==> src/rtl/spi_slave_if_if.sv <==
// Bundle of the SPI pins and the RAM-side word/byte handshake used by spi_slave_if.
interface spi_slave_if_if #(
  parameter int RX_W = 10,
  parameter int TX_W = 8
);
  logic            MOSI;
  logic            SS_n;
  logic            MISO;
  logic [RX_W-1:0] rx_data;
  logic            rx_valid;
  logic [TX_W-1:0] tx_data;
  logic            tx_valid;

  // The SPI slave block itself
  modport slave (
    input  MOSI, SS_n, tx_data, tx_valid,
    output MISO, rx_data, rx_valid
  );

  // Whatever drives the slave: SPI master plus the RAM's read port
  modport master (
    output MOSI, SS_n, tx_data, tx_valid,
    input  MISO, rx_data, rx_valid
  );
endinterface

==> src/rtl/spi_slave_if.sv <==
// SPI slave front end for the single-port RAM: deserialises MOSI frames into
// RX_W-bit words and serialises the RAM's TX_W-bit read data onto MISO.
// Everything runs on the system clock; SCK is not used as a clock.
module spi_slave_if #(
  parameter int RX_W = 10,
  parameter int TX_W = 8
) (
  input  logic           clk,
  input  logic           rst,
  spi_slave_if_if.slave  bus
);

  localparam int CW = $clog2(RX_W + 2);
  localparam int TW = $clog2(TX_W + 2);

  // Bit counter: 0..RX_W-1 while receiving, RX_W means "word complete, deliver",
  // RX_W+1 means "word delivered, holding until SS_n rises".
  localparam logic [CW-1:0] RX_LAST = CW'(RX_W);
  localparam logic [CW-1:0] RX_DONE = CW'(RX_W + 1);
  localparam logic [CW-1:0] CNT_ONE = CW'(1);

  // Shift-out counter: loaded with TX_W+1; values above 1 drive one bit each,
  // 1 is the trailing cycle that returns MISO to 0 and retires the read address.
  localparam logic [TW-1:0] TX_LOAD = TW'(TX_W + 1);
  localparam logic [TW-1:0] TX_ONE  = TW'(1);
  localparam logic [TW-1:0] TX_ZERO = '0;

  typedef enum logic [2:0] {
    IDLE,
    CHK_CMD,
    WRITE,
    READ_ADD,
    READ_DATA
  } state_t;

  state_t          state_q, state_d;
  logic [CW-1:0]   bit_cnt_q, bit_cnt_d;
  logic [RX_W-1:0] rx_sh_q, rx_sh_d;
  logic [RX_W-1:0] rx_data_q, rx_data_d;
  logic            rx_valid_q, rx_valid_d;
  logic            rd_seen_q, rd_seen_d;
  logic [TX_W-1:0] tx_sh_q, tx_sh_d;
  logic [TW-1:0]   tx_cnt_q, tx_cnt_d;
  logic            tx_done_q, tx_done_d;
  logic            miso_q, miso_d;

  // State register
  always_ff @(posedge clk) begin
    if (rst) begin
      state_q <= IDLE;
    end else begin
      state_q <= state_d;
    end
  end

  // Next-state: frame start on SS_n low, frame type from the command bit, abort on SS_n high
  always_comb begin
    state_d = state_q;
    case (state_q)
      IDLE: begin
        if (!bus.SS_n) state_d = CHK_CMD;
      end
      CHK_CMD: begin
        if (bus.SS_n)       state_d = IDLE;
        else if (!bus.MOSI) state_d = WRITE;
        else if (rd_seen_q) state_d = READ_DATA;
        else                state_d = READ_ADD;
      end
      WRITE, READ_ADD, READ_DATA: begin
        if (bus.SS_n) state_d = IDLE;
      end
      default: state_d = IDLE;
    endcase
  end

  // Output/datapath next values: receive shifter, word delivery, read-byte shift-out
  always_comb begin
    bit_cnt_d  = bit_cnt_q;
    rx_sh_d    = rx_sh_q;
    rx_data_d  = rx_data_q;
    rx_valid_d = 1'b0;
    rd_seen_d  = rd_seen_q;
    tx_sh_d    = tx_sh_q;
    tx_cnt_d   = tx_cnt_q;
    tx_done_d  = tx_done_q;
    miso_d     = 1'b0;
    case (state_q)
      WRITE, READ_ADD, READ_DATA: begin
        if (bit_cnt_q < RX_LAST) begin
          rx_sh_d   = {rx_sh_q[RX_W-2:0], bus.MOSI};
          bit_cnt_d = bit_cnt_q + CNT_ONE;
        end else if (bit_cnt_q == RX_LAST) begin
          // A completed word is delivered even if SS_n rises on this same edge
          rx_data_d  = rx_sh_q;
          rx_valid_d = 1'b1;
          bit_cnt_d  = RX_DONE;
          if (state_q == READ_ADD) rd_seen_d = 1'b1;
        end else if (state_q == READ_DATA && !bus.SS_n) begin
          // tx_valid is only honoured once the dummy word is in, and once per frame
          if (tx_cnt_q == TX_ZERO) begin
            if (!tx_done_q && bus.tx_valid) begin
              tx_sh_d  = bus.tx_data;
              tx_cnt_d = TX_LOAD;
            end
          end else if (tx_cnt_q == TX_ONE) begin
            rd_seen_d = 1'b0;
            tx_cnt_d  = TX_ZERO;
            tx_done_d = 1'b1;
          end else begin
            miso_d   = tx_sh_q[TX_W-1];
            tx_sh_d  = {tx_sh_q[TX_W-2:0], 1'b0};
            tx_cnt_d = tx_cnt_q - TX_ONE;
          end
        end
        if (bus.SS_n) begin
          bit_cnt_d = '0;
          tx_cnt_d  = TX_ZERO;
          tx_done_d = 1'b0;
          miso_d    = 1'b0;
        end
      end
      default: begin
        bit_cnt_d = '0;
        tx_cnt_d  = TX_ZERO;
        tx_done_d = 1'b0;
      end
    endcase
  end

  // Datapath registers; reset clears every output and discards any partial frame
  always_ff @(posedge clk) begin
    if (rst) begin
      bit_cnt_q  <= '0;
      rx_sh_q    <= '0;
      rx_data_q  <= '0;
      rx_valid_q <= 1'b0;
      rd_seen_q  <= 1'b0;
      tx_sh_q    <= '0;
      tx_cnt_q   <= TX_ZERO;
      tx_done_q  <= 1'b0;
      miso_q     <= 1'b0;
    end else begin
      bit_cnt_q  <= bit_cnt_d;
      rx_sh_q    <= rx_sh_d;
      rx_data_q  <= rx_data_d;
      rx_valid_q <= rx_valid_d;
      rd_seen_q  <= rd_seen_d;
      tx_sh_q    <= tx_sh_d;
      tx_cnt_q   <= tx_cnt_d;
      tx_done_q  <= tx_done_d;
      miso_q     <= miso_d;
    end
  end

  assign bus.MISO     = miso_q;
  assign bus.rx_data  = rx_data_q;
  assign bus.rx_valid = rx_valid_q;

endmodule

==> src/flat_wrapper.sv <==
// flat-port wrapper written by rule: the top's interface ports become plain ports
module spi_slave_if_flat 
#(
  parameter int RX_W = 10,
  parameter int TX_W = 8
)
  (clk, rst, bus_MOSI, bus_SS_n, bus_tx_data, bus_tx_valid, bus_MISO, bus_rx_data, bus_rx_valid);
  spi_slave_if_if #(.RX_W(RX_W), .TX_W(TX_W)) bus_i ();
  input  logic clk;
  input  logic rst;
  input wire logic [$bits(bus_i.MOSI)-1:0] bus_MOSI;
  input wire logic [$bits(bus_i.SS_n)-1:0] bus_SS_n;
  input wire logic [$bits(bus_i.tx_data)-1:0] bus_tx_data;
  input wire logic [$bits(bus_i.tx_valid)-1:0] bus_tx_valid;
  output wire logic [$bits(bus_i.MISO)-1:0] bus_MISO;
  output wire logic [$bits(bus_i.rx_data)-1:0] bus_rx_data;
  output wire logic [$bits(bus_i.rx_valid)-1:0] bus_rx_valid;
  assign bus_i.MOSI = bus_MOSI;
  assign bus_i.SS_n = bus_SS_n;
  assign bus_i.tx_data = bus_tx_data;
  assign bus_i.tx_valid = bus_tx_valid;
  assign bus_MISO = bus_i.MISO;
  assign bus_rx_data = bus_i.rx_data;
  assign bus_rx_valid = bus_i.rx_valid;
  spi_slave_if #(.RX_W(RX_W), .TX_W(TX_W)) u_core (.clk(clk), .rst(rst), .bus(bus_i));
endmodule
==> config.mk <==
export PLATFORM = sky130hd
export DESIGN_NAME = spi_slave_if_flat
export DESIGN_NICKNAME = d
export VERILOG_FILES = /design/src/rtl/spi_slave_if_if.sv /design/src/rtl/spi_slave_if.sv /design/src/flat_wrapper.sv
export SDC_FILE = /design/constraint.sdc
export NUM_CORES = 1
export LEC_CHECK = 0
export BUFFER_PORTS_ARGS = -buffer_cell sky130_fd_sc_hd__buf_2
export CELL_PAD_IN_SITES_DETAIL_PLACEMENT = 0
export CELL_PAD_IN_SITES_GLOBAL_PLACEMENT = 1
export CORE_MARGIN = 3
export CORE_UTILIZATION = 39
export DETAILED_ROUTE_END_ITERATION = 7
export HOLD_SLACK_MARGIN = 0.1
export MAX_ROUTING_LAYER = met4
export PLACE_DENSITY_LB_ADDON = 0.1
export SLEW_MARGIN = 40
export SYNTH_ARGS = -nofsm -noshare
export SYNTH_HDL_FRONTEND = slang
export SYNTH_SLANG_ARGS = --single-unit
==> constraint.sdc <==
create_clock -name clk -period 1.99 [get_ports clk]
set_input_delay 0.199 -clock clk [delete_from_list [all_inputs] [get_ports clk]]
set_output_delay 0.199 -clock clk [all_outputs]
set_load 0.01 [all_outputs]
==> out/results.ini, run 1 <==
[worst_setup_path]
critPathArrivalTime_ns=2.11
crit_path_end_kind=register
crit_path_max_fanout=5
cp_cell_sequence=inv_1 > ha_1 > nand2b_4 > a2111o_1 > or3_1 > a32o_1
cp_num_buf_inv=1
path_delay_family=compound AO/OA/AOI/OAI gates
path_class=reg2reg
critPathSlowestCell=a2111o_1
cp-startpoint=u_core.bit_cnt_q[0]
cp-start-kind=register
r2r_start=u_core.bit_cnt_q[0]
slowest_delay_ns=0.46
worstPathRequired_ns=2.18

[route]
wirelength_um=3860
met3_length_um=134
wl_met1_um=1730
dr.max_layer_used=met4
vias_per_cell=5.40
dr_wl_met2_um=1930
wl_per_cell_um=13.9
drc=0
via_count=1495
antenna_left=0
drtPass1Iterations=4
drtIter0Drc=38

[grt]
grt_pass1_wl_um=6590
grt_pass1_vias=1479
overflow=0
antenna_found_initial=0
grt_max_degree=30
track_usage_pct=15.6

[die]
io_pins=25
die_area_um2=5630
core_um2=4470
rows=24
die_w_um=75
die_y_um=75
start_util_pct=41.5

[sta]
period_share_pct=96.7
finalSetupViolCount=0
layout_min_cycle_time_ns=1.92
skew_ns=0.00835
tightest_slew_ns=0.380
fmax_ghz=0.520
timing.setup.tns_ns=0
drv_slew=0
grt_setup_unrepaired=false
slew_headroom_pct=74.0
worst_slack_ns=0.0654
hold_violations=0

[logic_synthesis]
seq_area_frac_synth_pct=46.4
yosysWarningCount=0
synthCells=189
syn_nets=207
yosys_register_bits=43
synth_cell_type_count=35
syn_area_um2=1860
avgSynthCellArea_um2=9.82

[layout]
layout_common_cells=dfxtp_1 (42), mux2i_1 (28), buf_2 (24), nor2_1 (23), a21oi_1 (17)
final_layout_size_suffix_gt1_share_pct=26.2
diodes=0
final_common_cell=dfxtp_1
final_cell_area_um2=2230
nets=242
area_delta_synth_final_pct=20.1
n_fill_cell=448

[clock_tree]
htree_levels=2
clk_path_buf_depth=2
cts.reportedPaths.clkPinSlew_ns=0.08
cts_root_buf=clkbuf_8
postCtsSetupRepairBufs=0
clock-sinks=43
clk_latency_ns=0.29
numCtsBuffers=5
cts_tree=yes

[placement]
post_dp_cell_area_um2=2130
hpwl_um=2790
io_buffers=24
gp_congestion=0.807
dp_slack_ns=0.0294

[pwr]
power.density_nw_per_um2=654
irDropWorstVdd_v=0.000389
p_leak_uw=0.000931

[status]
outcome=complete, no violations

[run]
maxCapViolations=0

[min_path]
min_from=bus_tx_data[0]
hp-class=in2reg

## worst register-to-register path: cells and delay by family, from the launching register on
kind	cells	cell delay, ns
compound gates	2	0.69
simple gates	2	0.56
flops	1	0.33
fa+ha+maj	1	0.20
buf+inv	1	0.04
## layer usage
metal | global-route usage (%) | up-vias
met5 | - | -
met3 | 4.14 | 8
li1 | - | 749
met2 | 25.3 | 25
met1 | 18.4 | 713
met4 | 5.73 | 0
## kinds of logic (layout without fill, tap and decap cells)
logic type	Yosys count	count (layout)	synth area share, %
fa+ha+maj	5	5	3.37
flops	43	43	46.4
mux	28	28	15.1
simple gates	49	49	13.3
buf+inv	19	55	4.11
compound gates	45	45	17.7
## state kept, by name, summed over array words and instances, names as in the netlist
name                 cells
u_core.bus.rx_valid      1
u_core.rd_seen_q         1
u_core.tx_cnt_q          4
u_core.bus.MISO          1
u_core.bus.rx_data      10
u_core.tx_sh_q           8
u_core.bit_cnt_q         4
u_core.rx_sh_q          10
u_core.tx_done_q         1
u_core.state_q           3
## synth_stat cells
cell,count,area (um2)
dfxtp_1,43,861
nand2b_1,3,18.8
nor3_1,3,15.0
a32oi_1,1,8.76
nand3_1,2,10.0
nor3b_1,1,7.51
or4_1,2,15.0
a31oi_1,1,6.26
a2111oi_0,2,17.5
nor2b_1,3,18.8
ha_1,5,62.6
a21o_1,2,15.0
a21bo_2,2,20.0
a32o_1,1,10.0
a311oi_1,8,70.1
a21oi_1,17,85.1
nor4_1,1,6.26
or3b_2,2,17.5
buf_2,4,20.0
o22a_1,1,8.76
o21ai_0,5,25.0
and2b_1,1,7.51
a2111oi_4,1,27.5
or3_1,2,12.5
or3b_1,1,8.76
nand4_1,1,6.26
or2_2,1,6.26
inv_1,8,30.0
a2111o_1,1,11.3
o41ai_1,1,8.76
mux2i_1,28,280
a211oi_1,2,15.0
nor2_1,23,86.3
clkbuf_1,7,26.3
nand2_1,3,11.3
## per-stage QoR
| step | cells | hold slack [ns] | utilization (%) | power (uW) |
|---|---|---|---|---|
| final | 277 | 0.168 | 49.9 | 1460 |
| after global routing | 277 | 0.161 | 49.9 | 1530 |
| after CTS | 277 | 0.160 | 49.4 | 1480 |
| after detailed placement | 269 | 0.444 | 47.5 | 943 |
| after global placement | 269 | 0.446 | 47.5 | 941 |
| after floorplan | 189 | 0.343 | - | 920 |
## area by class of cell
class	count	area (um2)	share of cell area, %
Sequential cell	43	862	38.6
Clock inverter	2	12.5	0.561
Timing Repair Buffer	39	245	11.0
Multi-Input combinational cell	127	943	42.3
Clock buffer	6	72.6	3.25
Inverter	8	30.0	1.35
Tap cell	52	65.1	2.92
## repair_timing
action	4_1_cts	5_1_grt
hold buffers	0	0
endpoints found under the setup margin	0	13
resized for setup	0	6
## path summary, 6_finish.rpt
check / to / slack, ns / cells after the start
worst max-delay path: u_core.rd_seen_q / 0.07 / 6
worst min-delay path: u_core.tx_sh_q[0] / 0.17 / 3
worst max register to register: u_core.rd_seen_q / 0.07 / 6
worst min register to register: u_core.bus.MISO / 0.45 / 2
## report_power, final
group	switching, uW	total [uW]	internal [uW]	leakage, uW
clock	292	537	245	0.0000412
sequential	2.73	865	862	0.000347
combinational	33.5	57.4	23.9	0.000542
total	328	1460	1130	0.000931
Note: power is estimated with default switching activity, not from simulation.
==> run 2: changes to the inputs <==
GPL_TIMING_DRIVEN = 0   (was unset)
==> run 2 against run 1 <==
  * First-iteration DRC count up 140%
  * Clock-buffer cell count down 1
  * Die area unchanged
  * Core utilization up 1.1 points
  * Worst setup slack lost 0.052 ns
  * Highest routed layer unchanged
==> out/results.ini, run 2 (same netlist as run 1, synthesis figures left out) <==
[status]
outcome=complete, no violations  ; unchanged

[clock_tree]
ctsHoldBuffers=0  ; unchanged
clock-sinks=43  ; unchanged
cts_tree=yes  ; unchanged
cts.reportedPaths.clkPinSlew_ns=0.08  ; about the same
numCtsBuffers=5  ; unchanged
htree_levels=2  ; unchanged
clk_latency_ns=0.28  ; was 0.29 ns
clk_path_buf_depth=2  ; unchanged
cts_root_buf=clkbuf_8  ; unchanged

[sta]
timing.setup.tns_ns=0  ; unchanged
finalSetupViolCount=0  ; unchanged
tightest_slew_ns=0.569  ; was 0.380 ns
fmax_ghz=0.506  ; was 0.520 GHz
period_share_pct=99.3  ; was 96.7%
slew_headroom_pct=61.1  ; was 74.0%
grt_setup_unrepaired=true  ; was false
hold_violations=0  ; unchanged
layout_min_cycle_time_ns=1.98  ; was 1.92 ns
skew_ns=0.00680  ; was 0.00835 ns
drv_slew=0  ; unchanged

[grt]
overflow=0  ; unchanged
grt_max_degree=13  ; was 30
antenna_found_initial=0  ; unchanged
grt_pass1_vias=1352  ; was 1,479
track_usage_pct=14.6  ; was 15.6%
grt_pass1_wl_um=6110  ; was 6590 um

[die]
io_pins=25  ; unchanged
start_util_pct=41.5  ; unchanged
die_w_um=75  ; unchanged
die_y_um=75  ; unchanged
core_um2=4470  ; unchanged
rows=24  ; unchanged
die_area_um2=5630  ; unchanged

[worst_setup_path]
worstPathRequired_ns=2.21  ; was 2.18 ns
cp_cell_sequence=or3b_1 > buf_6 > a2111o_1 > buf_6 > or3_4 > a21oi_2  ; was inv_1 > ha_1 > nand2b_4 > a2111o_1 > or3_1 > a32o_1
r2r_start=u_core.state_q[2]  ; was u_core.bit_cnt_q[0]
path_class=reg2reg  ; unchanged
crit_path_end_kind=register  ; unchanged
critPathArrivalTime_ns=2.20  ; was 2.11 ns
cp-startpoint=u_core.state_q[2]  ; was u_core.bit_cnt_q[0]
slowest_delay_ns=0.38  ; was 0.46 ns
cp-start-kind=register  ; unchanged
critPathSlowestCell=a2111o_1  ; unchanged
path_delay_family=simple AND/OR/NAND/NOR gates  ; was compound AO/OA/AOI/OAI gates
crit_path_max_fanout=6  ; was 5
cp_num_buf_inv=2  ; was 1
crit_top_cell=buf_6

[route]
wirelength_um=3870  ; was 3860 um
vias_per_cell=5.29  ; was 5.40
antenna_left=0  ; unchanged
via_count=1477  ; was 1,495
drtPass1Iterations=4  ; unchanged
wl_per_cell_um=13.9  ; about the same
drtIter0Drc=92  ; was 38
drc=0  ; unchanged

[layout]
final_cells=279  ; was 277
multi_input_area_um2=987  ; was 943 um2
final_common_cell=dfxtp_1  ; unchanged
area_delta_synth_final_pct=22.8  ; was 20.1%
final_layout_size_suffix_gt1_share_pct=29.1  ; was 26.2%
final_cell_area_um2=2280  ; was 2230 um2
nets=246  ; was 242
n_fill_cell=426  ; was 448
final_util_pct=51.0  ; was 49.9%
diodes=0  ; unchanged
layout_common_cells=dfxtp_1 (38), mux2i_1 (28), buf_2 (26), nor2_1 (23), a21oi_1 (16)  ; was dfxtp_1 (42), mux2i_1 (28), buf_2 (24), nor2_1 (23), a21oi_1 (17)
register_area_um2=875  ; was 862 um2

[pwr]
power.density_nw_per_um2=629  ; was 654 nW/um2
total_power_uw=1440  ; was 1460 uW
irDropWorstVdd_v=0.000497  ; was 0.000389 V
p_leak_uw=0.000934  ; was 0.000931 uW

[min_path]
min_from=bus_tx_data[0]  ; unchanged
hp-class=in2reg  ; unchanged

[run]
maxCapViolations=0  ; unchanged

[placement]
hpwl_um=2640  ; was 2790 um
numPlacedInstances=265  ; was 269
post_dp_cell_area_um2=2040  ; was 2130 um2
gp_congestion=0.776  ; was 0.807
io_buffers=24  ; unchanged

run 2: cell types whose count changed in the layout (fill, tap and decap cells not counted), sizes merged:
cell / before / now
clkbuf: 6 / 10
buf: 39 / 38
clkinv: 1 / 0
run 2: per-layer routing:
| layer | part of all wire (%) | routed length (um) | vias to the layer above | global-route usage (%) |
|---|---|---|---|---|
| li1 | - | - | 758 | - |
| met1 | 51 | 1960 | 685 | 19.5 |
| met2 | 44 | 1710 | 28 | 20.8 |
| met3 | 3.2 | 122 | 6 | 3.47 |
| met4 | 2.0 | 76 | 0 | 7.11 |
| met5 | 0 | 0 | - | - |
run 2: report_power, final:
group | leakage (uW) | switching [uW] | total, uW | internal [uW]
Sequential | 0.000350 | 3.00 | 862 | 859
Combinational | 0.000548 | 34.9 | 60.9 | 26.0
Clock | 0.0000361 | 279 | 513 | 233
run 2: final cells by class:
type                       instances  share of cell area, %
multi-input combinational        127                   43.3
sequential                        43                   38.3
timing repair buffer              34                   8.72
clock buffer                       5                   3.02
tap                               52                   2.85
buffer                             9                   2.14
inverter                           8                   1.32
clock inverter                     1                  0.329
run 2: worst reg2reg max path: stages, from the launching register on:
cell      delay (ns)
dfxtp_4         0.37
or3b_1          0.36
buf_6           0.15
a2111o_1        0.38
buf_6           0.16
or3_4           0.36
a21oi_2         0.13
run 2: metrics by stage:
step	hold slack, ns	worst slack (ns)
after global placement	0.425	-0.239
after CTS	0.168	0.00448
after global routing	0.166	-0.0515
after floorplan	0.343	0.0265
final	0.175	0.0133
after detailed placement	0.432	-0.293
run 2: timing repair:
action / 4_1_cts / 5_1_grt
gates resized for setup: 18 / 15
endpoints found under the hold margin: 0 / 0
setup endpoints to repair: 24 / 23
pin swaps: 3 / 5
cloned: 1 / 0
buffers inserted: 4 / 5
run 2: path summary, 6_finish.rpt:
path              slack (ns)                  to  depth (start not counted)
hold reg to reg         0.43     u_core.bus.MISO                          2
setup / recovery        0.01  u_core.tx_cnt_q[1]                          6
setup reg to reg        0.01  u_core.tx_cnt_q[1]                          6
hold / removal          0.18   u_core.tx_sh_q[0]                          3
==> run 3: changes to the inputs <==
ABC_AREA = 1   (was unset)
CORE_UTILIZATION = 38   (was 39)
==> run 3 against run 2 <==
  * Wire length is 17% higher
  * Fmax is 10% higher
  * Synthesized cell count is 49% higher
  * Critical endpoint is now u_core.tx_sh_q[6]
  * Global-route usage is 1.8 points higher
  * Largest cell class unchanged
==> out/results.ini, run 3 <==
[logic_synthesis]
synth_edf_count=0  ; unchanged
syn_area_um2=2110  ; was 1860 um2
synth_commonest_cells=nand2_1 (54), dfxtp_1 (43), nor2_1 (36)  ; was dfxtp_1 (43), mux2i_1 (28), nor2_1 (23)
syn_nets=299  ; was 207
synth_area_leader_cell=dfxtp_1  ; unchanged
synth.most_common_cell=nand2_1  ; was dfxtp_1
avgSynthCellArea_um2=7.52  ; was 9.82 um2
synth_cell_type_count=30  ; was 35
yosys-top-cells-area=dfxtp_1 (41%), nand2_1 (9.6%), nand3_1 (8.1%), nor2_1 (6.4%), a21oi_1 (4.7%)  ; was dfxtp_1 (46%), mux2i_1 (15%), nor2_1 (4.6%), a21oi_1 (4.6%), a311oi_1 (3.8%)
synth_top_area_share_pct=40.8  ; was 46.4%
seq_area_frac_synth_pct=40.8  ; was 46.4%
yosysWarningCount=0  ; unchanged
synth_ff_type=dfxtp_1  ; unchanged
synthCells=281  ; was 189
async_reset_ff_share_pct=0  ; unchanged
yosys_register_bits=43  ; unchanged

[sta]
skew_ns=0.0105  ; was 0.00680 ns
timing.setup.tns_ns=0  ; unchanged
drv_slew=0  ; unchanged
tightest_slew_ns=0.470  ; was 0.569 ns
grt_setup_unrepaired=false  ; was true
fmax_ghz=0.557  ; was 0.506 GHz
finalSetupViolCount=0  ; unchanged
worst_slack_ns=0.195  ; was 0.0133 ns
period_share_pct=90.2  ; was 99.3%
layout_min_cycle_time_ns=1.80  ; was 1.98 ns
hold_violations=0  ; unchanged
slew_headroom_pct=68.6  ; was 61.1%

[die]
start_util_pct=40.3  ; was 41.5%
io_pins=25  ; unchanged
die_area_um2=6490  ; was 5630 um2
core_um2=5240  ; was 4470 um2
die_w_um=80.6  ; was 75 um
rows=26  ; was 24
die_y_um=80.6  ; was 75 um

[clock_tree]
cts.reportedPaths.clkPinSlew_ns=0.09  ; was 0.08 ns
cts_resized=0  ; was 18
numCtsBuffers=5  ; unchanged
htree_levels=2  ; unchanged
ctsHoldBuffers=0  ; unchanged
postCtsSetupRepairBufs=0  ; was 4
clk_path_buf_depth=2  ; unchanged
cts_root_buf=clkbuf_8  ; unchanged
clk_latency_ns=0.30  ; was 0.28 ns
cts_tree=yes  ; unchanged
clock-sinks=43  ; unchanged

[worst_setup_path]
critPathArrivalTime_ns=2.00  ; was 2.20 ns
r2r_start=u_core.tx_cnt_q[0]  ; was u_core.state_q[2]
cp-start-kind=register  ; unchanged
path_class=reg2reg  ; unchanged
setup.worst_path.end=u_core.tx_sh_q[6]  ; was u_core.tx_cnt_q[1]
crit_path_end_kind=register  ; unchanged
crit_path_max_fanout=10  ; was 6
crit-reg2reg-capture=u_core.tx_sh_q[6]  ; was u_core.tx_cnt_q[1]
ff2ff_path_depth=10  ; was 6
worstPathRequired_ns=2.19  ; was 2.21 ns
rrSetupSlack_ns=0.19  ; was 0.01 ns
cp-startpoint=u_core.tx_cnt_q[0]  ; was u_core.state_q[2]

[placement]
gp_congestion=0.779  ; was 0.776
dp_slack_ns=0.202  ; was -0.293 ns
io_buffers=24  ; unchanged
post_dp_cell_area_um2=2320  ; was 2040 um2
hpwl_um=3300  ; was 2640 um

[layout]
area_delta_synth_final_pct=14.3  ; was 22.8%
final_layout_size_suffix_gt1_share_pct=24.3  ; was 29.1%
layout_common_cells=nand2_1 (54), dfxtp_1 (43), nor2_1 (36), nand3_1 (34), buf_2 (27)  ; was dfxtp_1 (38), mux2i_1 (28), buf_2 (26), nor2_1 (23), a21oi_1 (16)
diodes=0  ; unchanged
final_util_pct=46.1  ; was 51.0%
final_common_cell=nand2_1  ; was dfxtp_1
final_cell_area_um2=2410  ; was 2280 um2
nets=330  ; was 246

[route]
wirelength_um=4540  ; was 3870 um
via_count=1797  ; was 1,477
drtIter0Drc=56  ; was 92
drtPass1Iterations=6  ; was 4
drc=0  ; unchanged
antenna_left=0  ; unchanged
vias_per_cell=4.69  ; was 5.29
wl_per_cell_um=11.8  ; was 13.9 um

[grt]
grt_max_degree=16  ; was 13
grt_pass1_vias=1793  ; was 1,352
track_usage_pct=16.5  ; was 14.6%
overflow=0  ; unchanged
antenna_found_initial=0  ; unchanged
grt_pass1_wl_um=8190  ; was 6110 um

[min_path]
min_path_cells=2  ; was 3
min_from=rst  ; was bus_tx_data[0]
hp-class=in2reg  ; unchanged

[run]
maxCapViolations=0  ; unchanged

[pwr]
irDropWorstVdd_v=0.000390  ; was 0.000497 V
p_leak_uw=0.000972  ; was 0.000934 uW
power.density_nw_per_um2=637  ; was 629 nW/um2

[status]
outcome=complete, no violations  ; unchanged

-- run 3: cell count changes after synthesis, moves of 5 or more --
cell and delta:
a21oi_2 +9, a311oi_1 -8, clkbuf_1 -5, inv_1 +12, inv_2 +8, mux2i_1 -28
nand2_1 +51, nand3_1 +32, nor2_1 +13, nor2_2 +5, o21ai_0 +7
-- run 3: logic make-up after synthesis --
group,count (synthesis),synth area share [%]
AND/OR/NAND/NOR,151,34.6
AO/OA/AOI/OAI,44,12.6
flip-flops,43,40.8
buffers and inverters,38,9.12
adder cells (fa/ha/maj),5,2.96
-- run 3: worst min-delay path by stage --
stage | slack (ns) | endpoint
after floorplan | 0.28 | u_core.bus.rx_valid
after global placement | 0.45 | u_core.tx_done_q
after detailed placement | 0.45 | u_core.tx_done_q
after CTS | 0.15 | u_core.bus.rx_valid
after global routing | 0.15 | u_core.bus.rx_valid
final | 0.17 | u_core.bus.rx_valid
-- run 3: power by group --
group	internal (uW)	switching [uW]
Combinational	30.9	50.2
Sequential	871	7.97
Clock	251	326
-- run 3: metrics by stage --
step / hold WS, ns / power, uW / std cells
2_1_floorplan: 0.277 / 952 / 281
3_5_place_dp: 0.449 / 981 / 375
6_report: 0.166 / 1540 / 383
3_3_place_gp: 0.445 / 981 / 375
4_1_cts: 0.148 / 1570 / 383
5_1_grt: 0.154 / 1610 / 383
-- run 3: critical path, stage by stage, from the launching register on --
cell and delay, ns:
dfxtp_1 0.43, inv_1 0.11, ha_1 0.20, buf_2 0.18, nand3_1 0.18, nand2_2 0.11, nor2_8 0.17, buf_12 0.16
nand3_2 0.05, nand2_1 0.07, nor2_2 0.03
-- run 3: layer usage --
layer | vias to the layer above | GRT usage, % | wire (um)
met5 | - | - | 0
met4 | 0 | 4.56 | 56
met3 | 6 | 3.70 | 138
met2 | 23 | 26.0 | 2030
met1 | 791 | 21.2 | 2310
li1 | 977 | - | -
-- run 3: area by class of cell --
cell class              count  area (um2)
clock inverters             3        25.0
flip-flops and latches     43         861
inverters                  28         105
repair buffers             24         120
fillers                   560        2820
clock buffers               5        68.8
well taps                  70        87.6
plain buffers              10        87.6
multi-input cells         200        1060
